==> src/rtl/dt_pkg.sv <==
// ----------------------------------------------------------------------------
// dt_pkg
// Shared definitions for the distance-transform engine and its companion
// blocks. Holds the image geometry, the packer state encoding and a helper
// that maps a row-major pixel index to its packed-word location.
//
// Contents:
//   IMG_W, IMG_H     image geometry in pixels
//   PIX_N, WORD_N    pixel count and packed-word count of one frame
//   WORD_W           pixels per packed word
//   PIX_AW, WORD_AW  pixel and packed-word address widths
//   ST_*             packer FSM state constants
//   pix_to_loc()     pixel index -> {word index, bit position}
// ----------------------------------------------------------------------------
package dt_pkg;

  localparam int IMG_W   = 128;
  localparam int IMG_H   = 128;
  localparam int PIX_N   = IMG_W * IMG_H;
  localparam int WORD_W  = 16;
  localparam int WORD_N  = PIX_N / WORD_W;
  localparam int PIX_AW  = 14;
  localparam int WORD_AW = 10;

  // Packer FSM encoding. Kept as plain vectors so older tools and the
  // distance engine's existing state decode can share it unchanged.
  typedef logic [1:0] pk_state_t;

  localparam pk_state_t ST_IDLE  = 2'd0;
  localparam pk_state_t ST_RUN   = 2'd1;
  localparam pk_state_t ST_DRAIN = 2'd2;
  localparam pk_state_t ST_DONE  = 2'd3;

  // Location of one pixel inside the packed image.
  typedef struct packed {
    logic [WORD_AW-1:0] word;
    logic [3:0]         bit_pos;
  } pix_loc_t;

  // Pixels are packed MSB-first: the lowest pixel index of a word lands in
  // bit 15, so the bit position counts down as the pixel index counts up.
  function automatic pix_loc_t pix_to_loc(input logic [PIX_AW-1:0] pix);
    pix_loc_t loc;
    loc.word    = pix[PIX_AW-1:4];
    loc.bit_pos = 4'd15 - pix[3:0];
    return loc;
  endfunction

endpackage

==> src/rtl/dt_word_packer.sv <==
// ----------------------------------------------------------------------------
// dt_word_packer
// Collects a stream of single-bit pixels into 16-bit words, MSB first, and
// emits each completed word with its word address as a one-cycle write.
//
// Ports:
//   clk        in   system clock, rising edge
//   reset      in   asynchronous active-low reset
//   clear      in   restart packing from word 0 (frame start)
//   bit_valid  in   bit_in carries a pixel this cycle
//   bit_in     in   thresholded pixel value
//   pk_wr      out  one-cycle write strobe for a completed word
//   pk_addr    out  address of the word on pk_do
//   pk_do      out  completed word, bit 15 = earliest pixel
// ----------------------------------------------------------------------------
module dt_word_packer
  import dt_pkg::*;
(
  input  logic               clk,
  input  logic               reset,
  input  logic               clear,
  input  logic               bit_valid,
  input  logic               bit_in,
  output logic               pk_wr,
  output logic [WORD_AW-1:0] pk_addr,
  output logic [WORD_W-1:0]  pk_do
);

  // Only the first 15 pixels of a word need storing: the 16th is merged
  // straight into pk_do on the cycle it arrives.
  logic [WORD_W-2:0]  shift;
  logic [3:0]         cap_cnt;
  logic [WORD_AW-1:0] word_cnt;

  // Shift in one pixel per valid cycle. When the capture counter is about
  // to wrap, the word is complete and is written out together with the
  // current word count, which then advances. A clear drops any partly
  // collected word so a new frame always starts on a word boundary.
  always_ff @(posedge clk or negedge reset) begin
    if (!reset) begin
      shift    <= '0;
      cap_cnt  <= '0;
      word_cnt <= '0;
      pk_wr    <= 1'b0;
      pk_addr  <= '0;
      pk_do    <= '0;
    end else begin
      pk_wr <= 1'b0;
      if (clear) begin
        shift    <= '0;
        cap_cnt  <= '0;
        word_cnt <= '0;
      end else if (bit_valid) begin
        shift   <= {shift[WORD_W-3:0], bit_in};
        cap_cnt <= cap_cnt + 4'd1;
        if (cap_cnt == 4'd15) begin
          pk_do    <= {shift, bit_in};
          pk_addr  <= word_cnt;
          pk_wr    <= 1'b1;
          word_cnt <= word_cnt + 1'b1;
        end
      end
    end
  end

endmodule

==> src/rtl/dt_res_packer.sv <==
// ----------------------------------------------------------------------------
// dt_res_packer
// Reads the 128x128 8-bit result map from the res RAM, thresholds every
// pixel to one bit and writes the 1024 packed 16-bit words to the packed
// image RAM in the same layout as the sti ROM.
//
// Ports:
//   clk       in   system clock, rising edge
//   reset     in   asynchronous active-low reset
//   start     in   begin a frame (accepted in IDLE or DONE)
//   thr       in   threshold, captured when start is accepted
//   res_rd    out  res RAM read enable
//   res_addr  out  res RAM pixel address, row-major
//   res_di    in   res RAM read data, one cycle after the address
//   pk_wr     out  packed RAM write strobe, one pulse per word
//   pk_addr   out  packed word address
//   pk_do     out  packed word, bit 15 = lowest pixel index
//   busy      out  frame in progress
//   done      out  frame complete, held until the next start
// ----------------------------------------------------------------------------
module dt_res_packer
  import dt_pkg::*;
(
  input  logic               clk,
  input  logic               reset,
  input  logic               start,
  input  logic [7:0]         thr,
  output logic               res_rd,
  output logic [PIX_AW-1:0]  res_addr,
  input  logic [7:0]         res_di,
  output logic               pk_wr,
  output logic [WORD_AW-1:0] pk_addr,
  output logic [WORD_W-1:0]  pk_do,
  output logic               busy,
  output logic               done
);

  pk_state_t  state;
  logic [7:0] thr_q;
  logic       rd_vld;
  logic       accept;
  logic       pix_bit;
  logic       last_word;

  // A new frame may only begin from an idle or finished state; requests
  // arriving while a frame runs are simply ignored.
  assign accept = start && ((state == ST_IDLE) || (state == ST_DONE));

  // The RAM returns data one cycle after the read, so rd_vld (res_rd
  // delayed by one clock) marks the cycles where res_di holds a pixel.
  assign pix_bit = (res_di >= thr_q);

  // The final word of the frame is on the packed bus this cycle.
  assign last_word = pk_wr && (pk_addr == WORD_AW'(WORD_N - 1));

  // Frame sequencing and read address generation. RUN issues one address
  // per cycle; once the last pixel address is out, DRAIN lets the read
  // pipeline and the packer flush until the last word has been written.
  always_ff @(posedge clk or negedge reset) begin
    if (!reset) begin
      state    <= ST_IDLE;
      thr_q    <= '0;
      rd_vld   <= 1'b0;
      res_rd   <= 1'b0;
      res_addr <= '0;
      busy     <= 1'b0;
      done     <= 1'b0;
    end else begin
      rd_vld <= res_rd;
      case (state)
        ST_IDLE, ST_DONE: begin
          if (start) begin
            thr_q    <= thr;
            res_rd   <= 1'b1;
            res_addr <= '0;
            busy     <= 1'b1;
            done     <= 1'b0;
            state    <= ST_RUN;
          end
        end
        ST_RUN: begin
          if (res_addr == PIX_AW'(PIX_N - 1)) begin
            res_rd <= 1'b0;
            state  <= ST_DRAIN;
          end else begin
            res_addr <= res_addr + 1'b1;
          end
        end
        ST_DRAIN: begin
          if (last_word) begin
            busy  <= 1'b0;
            done  <= 1'b1;
            state <= ST_DONE;
          end
        end
        default: begin
          state <= ST_IDLE;
        end
      endcase
    end
  end

  // Bit packing and word emission live in the sub-module; it is restarted
  // on every accepted start so word addresses always begin at 0.
  dt_word_packer u_word_packer (
    .clk       (clk),
    .reset     (reset),
    .clear     (accept),
    .bit_valid (rd_vld),
    .bit_in    (pix_bit),
    .pk_wr     (pk_wr),
    .pk_addr   (pk_addr),
    .pk_do     (pk_do)
  );

endmodule

==> config.mk <==
export PLATFORM = sky130hd
export DESIGN_NAME = dt_res_packer
export DESIGN_NICKNAME = d
export VERILOG_FILES = /design/src/rtl/dt_pkg.sv /design/src/rtl/dt_word_packer.sv /design/src/rtl/dt_res_packer.sv
export SDC_FILE = /design/constraint.sdc
export NUM_CORES = 1
export LEC_CHECK = 0
export ABC_AREA = 1
export CAP_MARGIN = 20
export CORE_MARGIN = 2
export CORE_UTILIZATION = 46
export CTS_BUF_LIST = sky130_fd_sc_hd__clkbuf_4 sky130_fd_sc_hd__clkbuf_8 sky130_fd_sc_hd__clkbuf_16
export DETAILED_ROUTE_END_ITERATION = 10
export GPL_ROUTABILITY_DRIVEN = 1
export HOLD_SLACK_MARGIN = 0.15
export PLACE_DENSITY = 0.7
export SLEW_MARGIN = 20
export SYNTH_ARGS = -nofsm -noshare
export SYNTH_HDL_FRONTEND = slang
export SYNTH_SLANG_ARGS = --single-unit
==> constraint.sdc <==
create_clock -name clk -period 1.9 [get_ports clk]
set_clock_uncertainty 0.1 [all_clocks]
set_input_delay 0.19 -clock clk [delete_from_list [all_inputs] [get_ports clk]]
set_output_delay 0.19 -clock clk [all_outputs]
set_load 0.01 [all_outputs]
[Word level (Yosys, flattened, before mapping)]
Cells that the tools add are included.
Storage, ports and cells
  bits in registers: 84
  bits in latches: 0
  memory bits (writable): 0
  bits in read-only memories: 0
  input bits: 19
  output and inout port bits: 44
  logic and storage cells: 69
  memories kept: 0
Operators by class
  add/sub/neg operators: 3
  multipliers: 0
  divide/modulo/power cells: 0
  magnitude comparators: 1
  equal/unequal tests: 10
  shift operators: 0
  mux-type cells: 25
  bitwise gates (word level): 1
  reduce and logical (&&, ||, !) cells: 16
Operators by type and width (count)
  10-bit 2-to-1 mux: 3
  15-bit 2-to-1 mux: 2
  14-bit 2-to-1 mux: 2
  14-bit case mux with 2 select lines: 1
  3-bit AND reduction: 5
  14-bit by 1-bit adder with 14-bit output (second input constant): 1
  14-bit equality test (second input constant): 1
  10-bit by 1-bit adder with 10-bit output (second input constant): 1
  10-bit equality test (second input constant): 1
  8-bit >= comparator: 1
  1-bit 2-to-1 mux: 8
  4-bit 2-to-1 mux: 2
  2-bit inequality test (second input constant): 4
  2-bit nonzero test: 4
  2-bit 2-to-1 mux: 3
  1-bit case mux with 2 select lines: 3
  2-bit case mux with 3 select lines: 1
  4-bit by 1-bit adder with 4-bit output (second input constant): 1
  2-bit equality test (second input constant): 2
  4-bit equality test (second input constant): 1
  2-bit AND reduction: 2
  2-bit by 1-bit equality test with 1-bit output (second input constant): 1
  1-bit logical AND: 2
  2-bit zero test: 1
  other kinds (3): 3

[Logic depth before layout (Yosys ltp)]
Gate-level depths: netlist of the first run.
  word-level depth: 5
  depth in mapped cells: 9
  mapped depth without buffers: 9

[By module]
Synthesis of the first run repeated with hierarchy kept, for this count alone.
Unflattened totals
  cells, all modules: 479
  area, all modules: 4212.8 µm²
By module, submodules not included
  dt_word_packer: instances 1, cells an instance 237, area each 2391.0 µm², seq. area each 1401.3 µm²
  dt_res_packer: instances 1, cells an instance 242, area each 1821.7 µm², seq. area each 700.7 µm²

[Worst setup path before layout of the first run]
OpenSTA, ideal clock, no wires.
  kind: register to register
  start: register state[0]
  end: register u_word_packer.pk_do[10]
  setup time: 0.126 ns
  arrival: 1.541 ns
  required time: 1.674 ns
  path slack: 0.133 ns
  stages on the path, launching flop included: 10
  buffers on the path: 1
  period minus slack after synthesis: 1.767 ns
  cells stage by stage: dfrtp_1 inv_1 ha_1 nand2_2 nand2_2 nor2_8 inv_2 buf_2 nand2_1 o21ai_0
On the way
  word-level cells in the longest chain between the ends: 5
  elaborated cells on any way between the ends: 6
  those cells by class: eq/ne: 1; bitwise: 1; reduce/logical: 4
Ends and longest elaborated chain
  start: declaration: line dt_res_packer.sv:38  | pk_state_t state;
  start signal: assignment: line dt_res_packer.sv:61  | state <= ST_IDLE;
  start signal: assignment: line dt_res_packer.sv:78  | state <= ST_RUN;
  start signal: assignment: line dt_res_packer.sv:84  | state <= ST_DRAIN;
  2-bit equality test or 2-bit zero test (tied branches): line dt_res_packer.sv:47  | assign accept = start && ((state == ST_IDLE) || (state == ST_DONE));
  1-bit logical OR (*): line dt_res_packer.sv:47
  1-bit logical AND (*): line dt_res_packer.sv:47
  1-bit inverter (no line) (*)
  3-bit AND reduction (no line) (*)
  end signal: assignment: line dt_word_packer.sv:57  | pk_do <= {shift, bit_in};
  end: declaration: line dt_word_packer.sv:26  | output logic [WORD_W-1:0] pk_do
Every way passes the cells marked *; elsewhere a longest branch is shown, timed or not.
A chain may end at the register's enable or synchronous reset.

[Worst setup path after layout of the first run]
  start: register state[1]
  end: register u_word_packer.cap_cnt[1]
On the way
  word-level cells in the longest chain between the ends: 4
  elaborated cells on any way between the ends: 6
  those cells by class: eq/ne: 1; mux: 1; reduce/logical: 4
Ends and longest elaborated chain
  2-bit equality test or 2-bit zero test (tied branches): line dt_res_packer.sv:47
  1-bit logical OR (*): line dt_res_packer.sv:47
  1-bit logical AND (*): line dt_res_packer.sv:47
  4-bit 2-to-1 mux or 2-bit nonzero test (tied branches)
  end signal: assignment: line dt_word_packer.sv:55  | cap_cnt <= cap_cnt + 4'd1;
  end: declaration: line dt_word_packer.sv:32  | logic [3:0] cap_cnt;
Marked as above.

==> out/summary.txt, run 1 <==
VDD IR max: 0.4853 mV
Diodes inserted: 0
DR pass1 iterations: 4
Gp weighted congestion: 0.7648
I/O pin cnt: 63
Post-synthesis sequential area ratio: 0.5253
CTS Buf Count: 9
Fillers: 781
Yosys warns: 0
WL/cell: 12.77 um
Slew Viols, Final: 0
Vias in the first global route: 3332
Initial DRC count: 88
CP required: 2.04 ns
Register area: 2102 um^2
Clock latency at the later pin of the worst-skew pair: 0.36 ns
Status: completed
Library cells used by synthesis: 33
Minimum clock period: 1.716 ns
Via Count: 3343
Setup Buffers After CTS: 0
Crit share post-route: 0.9033
Register bit total from synthesis: 84
Final HPWL DP: 5925 um
Cells after Synth: 464
CTS tree: built
CTS max path bufs: 2
R2R setup slack: 0.18 ns
Worst-Margin Slew: 0.4722 ns
Worst-path clk slew: 0.09 ns
CORE AREA: 8593 um^2
Critical-path maximum fanout: 14
Layout area overhead: 25.73%
Die ar.: 9460 um^2
DIE WIDTH: 97.27 um
First-pass GRT wire length: 14500 um
WL final: 8329 um
Max-Cap Viols: 0
Post-route ant nets: 0
Crit path kind: register to register
Prevailing post-synth register cell: dfrtp_1
# nets final: 573
Final Non-Filler Cells: 652
Pwr Total: 5.655 mW
Max-slew headroom: 0.6828
Largest net degree at the start of global routing: 45
Clk sinks: 84
Util after Layout: 0.5855
Asr flop ratio synth: 1.000
Deepest level of the CTS H-tree: 3
Via density: 5.127
RSZ-0062 raised after global routing: no
I/O Buffers: 62
Cell Area, Synth: 4001 um^2
Layout cells sized above 1: 0.09375
Placed Instances: 633
Power Dens Cells: 1124 nW/um^2
Crit path capture type: register
Root Buffer: clkbuf_8
Row count: 34
DRC errors left: 0
Initial Utilization: 0.4656
Synth Net Count: 498
CP Data Arrival Time: 1.85 ns
Startpoint types: register
Final hold vios: 0
Total track usage: 0.1842
WHS: 0.2140 ns
Endpoints failing setup: 0
EDFF count, synth: 0
Multi-input logic area: 1647 um^2
Die height: 97.27 um
Fmax: 0.5827 GHz
Mean area per synthesized cell: 8.624 um^2
Worst hold path type: input port to async pin
Leak: 2.390 nW
Total grt overflow: 0
Initial antenna violation count: 0
## critical path, stage by stage, from the launching register on
cell     delay [ns]
dfrtp_1        0.45
ha_4           0.31
nand2_4        0.08
nand2_2        0.13
buf_4          0.23
inv_1          0.09
a22o_1         0.22
## cell usage in the layout (no fill, tap or decap), types with 3 or more instances in the layout
cell type,instances
nand2_1,136
dfrtp_1,84
clkdlybuf4s50_1,61
inv_1,56
o21ai_0,40
nor2_1,26
nand3_1,23
a21oi_1,14
ha_1,14
o22ai_1,13
clkbuf_8,10
buf_4,10
nand4_1,7
o21ai_2,7
nand3_2,4
inv_2,3
o21ai_1,3
inv_6,3
## per-layer routing
layer,track usage,vias up,share of wire
met2,0.3093,71,0.48
met1,0.2390,1586,0.47
met4,0.08013,0,0.023
met5,0,-,0
met3,0.02662,19,0.032
li1,-,1667,-
## cell usage after synthesis (3+ instances only)
| cell | n | area [um^2] |
|---|---|---|
| a21oi_1 | 14 | 70.07 |
| buf_2 | 6 | 30.03 |
| dfrtp_1 | 84 | 2102 |
| ha_1 | 15 | 187.7 |
| inv_1 | 58 | 217.7 |
| nand2_1 | 136 | 510.5 |
| nand2_2 | 3 | 18.77 |
| nand3_1 | 23 | 115.1 |
| nand3_2 | 3 | 30.03 |
| nand4_1 | 7 | 43.79 |
| nor2_1 | 26 | 97.59 |
| o21ai_0 | 40 | 200.2 |
| o21ai_1 | 3 | 15.01 |
| o21ai_2 | 7 | 61.31 |
| o22ai_1 | 13 | 81.33 |
## cells by family after synthesis
group / count (synthesis) / share of synthesized area
AO/OA/AOI/OAI: 89 / 0.1301
adder cells (fa/ha/maj): 15 / 0.04690
buffers and inverters: 71 / 0.07442
flip-flops: 84 / 0.5253
AND/OR/NAND/NOR: 205 / 0.2233
## stage by stage
stage	cell area (um^2)	worst slack, ns	setup TNS (ns)
finish	5031	0.1838	0
global route	5031	0.06173	0
CTS	4982	0.04886	0
detailed placement	4757	-0.06608	-0.6356
global placement	4757	0.04319	0
floorplan	4001	0.1327	0
## power breakdown
group | switching [mW] | internal (mW)
Combinational | 1.32 | 0.759
Clock | 0.678 | 0.666
Sequential | 0.166 | 2.07
Total | 2.16 | 3.49
## cell type report
type	count	area share
well taps	108	0.02686
multi-input cells	311	0.3273
flip-flops and latches	84	0.4178
clock inverters	6	0.01492
inverters	60	0.04526
repair buffers	73	0.1405
clock buffers	10	0.02736
## path summary, 6_finish.rpt
path / depth (start not counted) / to / start
min in group clk: 3 / thr_q[4] / thr[4]
max in group asynchronous: 3 / u_word_packer.word_cnt[2] / reset
setup reg to reg: 6 / u_word_packer.cap_cnt[1] / state[1]
setup / recovery: 6 / u_word_packer.cap_cnt[1] / state[1]
hold / removal: 2 / u_word_packer.pk_do[8] / reset
hold reg to reg: 0 / rd_vld / res_rd
## sequential cells by signal, indices dropped and copies added (netlist names)
name and flops:
thr_q 8, u_word_packer.pk_addr 10, res_rd 1, u_word_packer.cap_cnt 4
u_word_packer.pk_wr 1, done 1, rd_vld 1, u_word_packer.pk_do 16
state 2, res_addr 14, u_word_packer.word_cnt 10, u_word_packer.shift 15
busy 1
## repair_timing
item	4_1_cts	5_1_grt
resized for setup	1	6
endpoints found under the setup margin	22	44
gates cloned	0	2
hold buffers	1	0
pin swaps	0	1
endpoints found under the hold margin	63	0
Note: power is estimated with default switching activity, not from simulation.
==> inputs of run 2 (changes only) <==
Settings changed: SKIP_LAST_GASP set to 1.
==> results of run 2 <==
Final layout, timing and power as in run 1 (identical DEF).
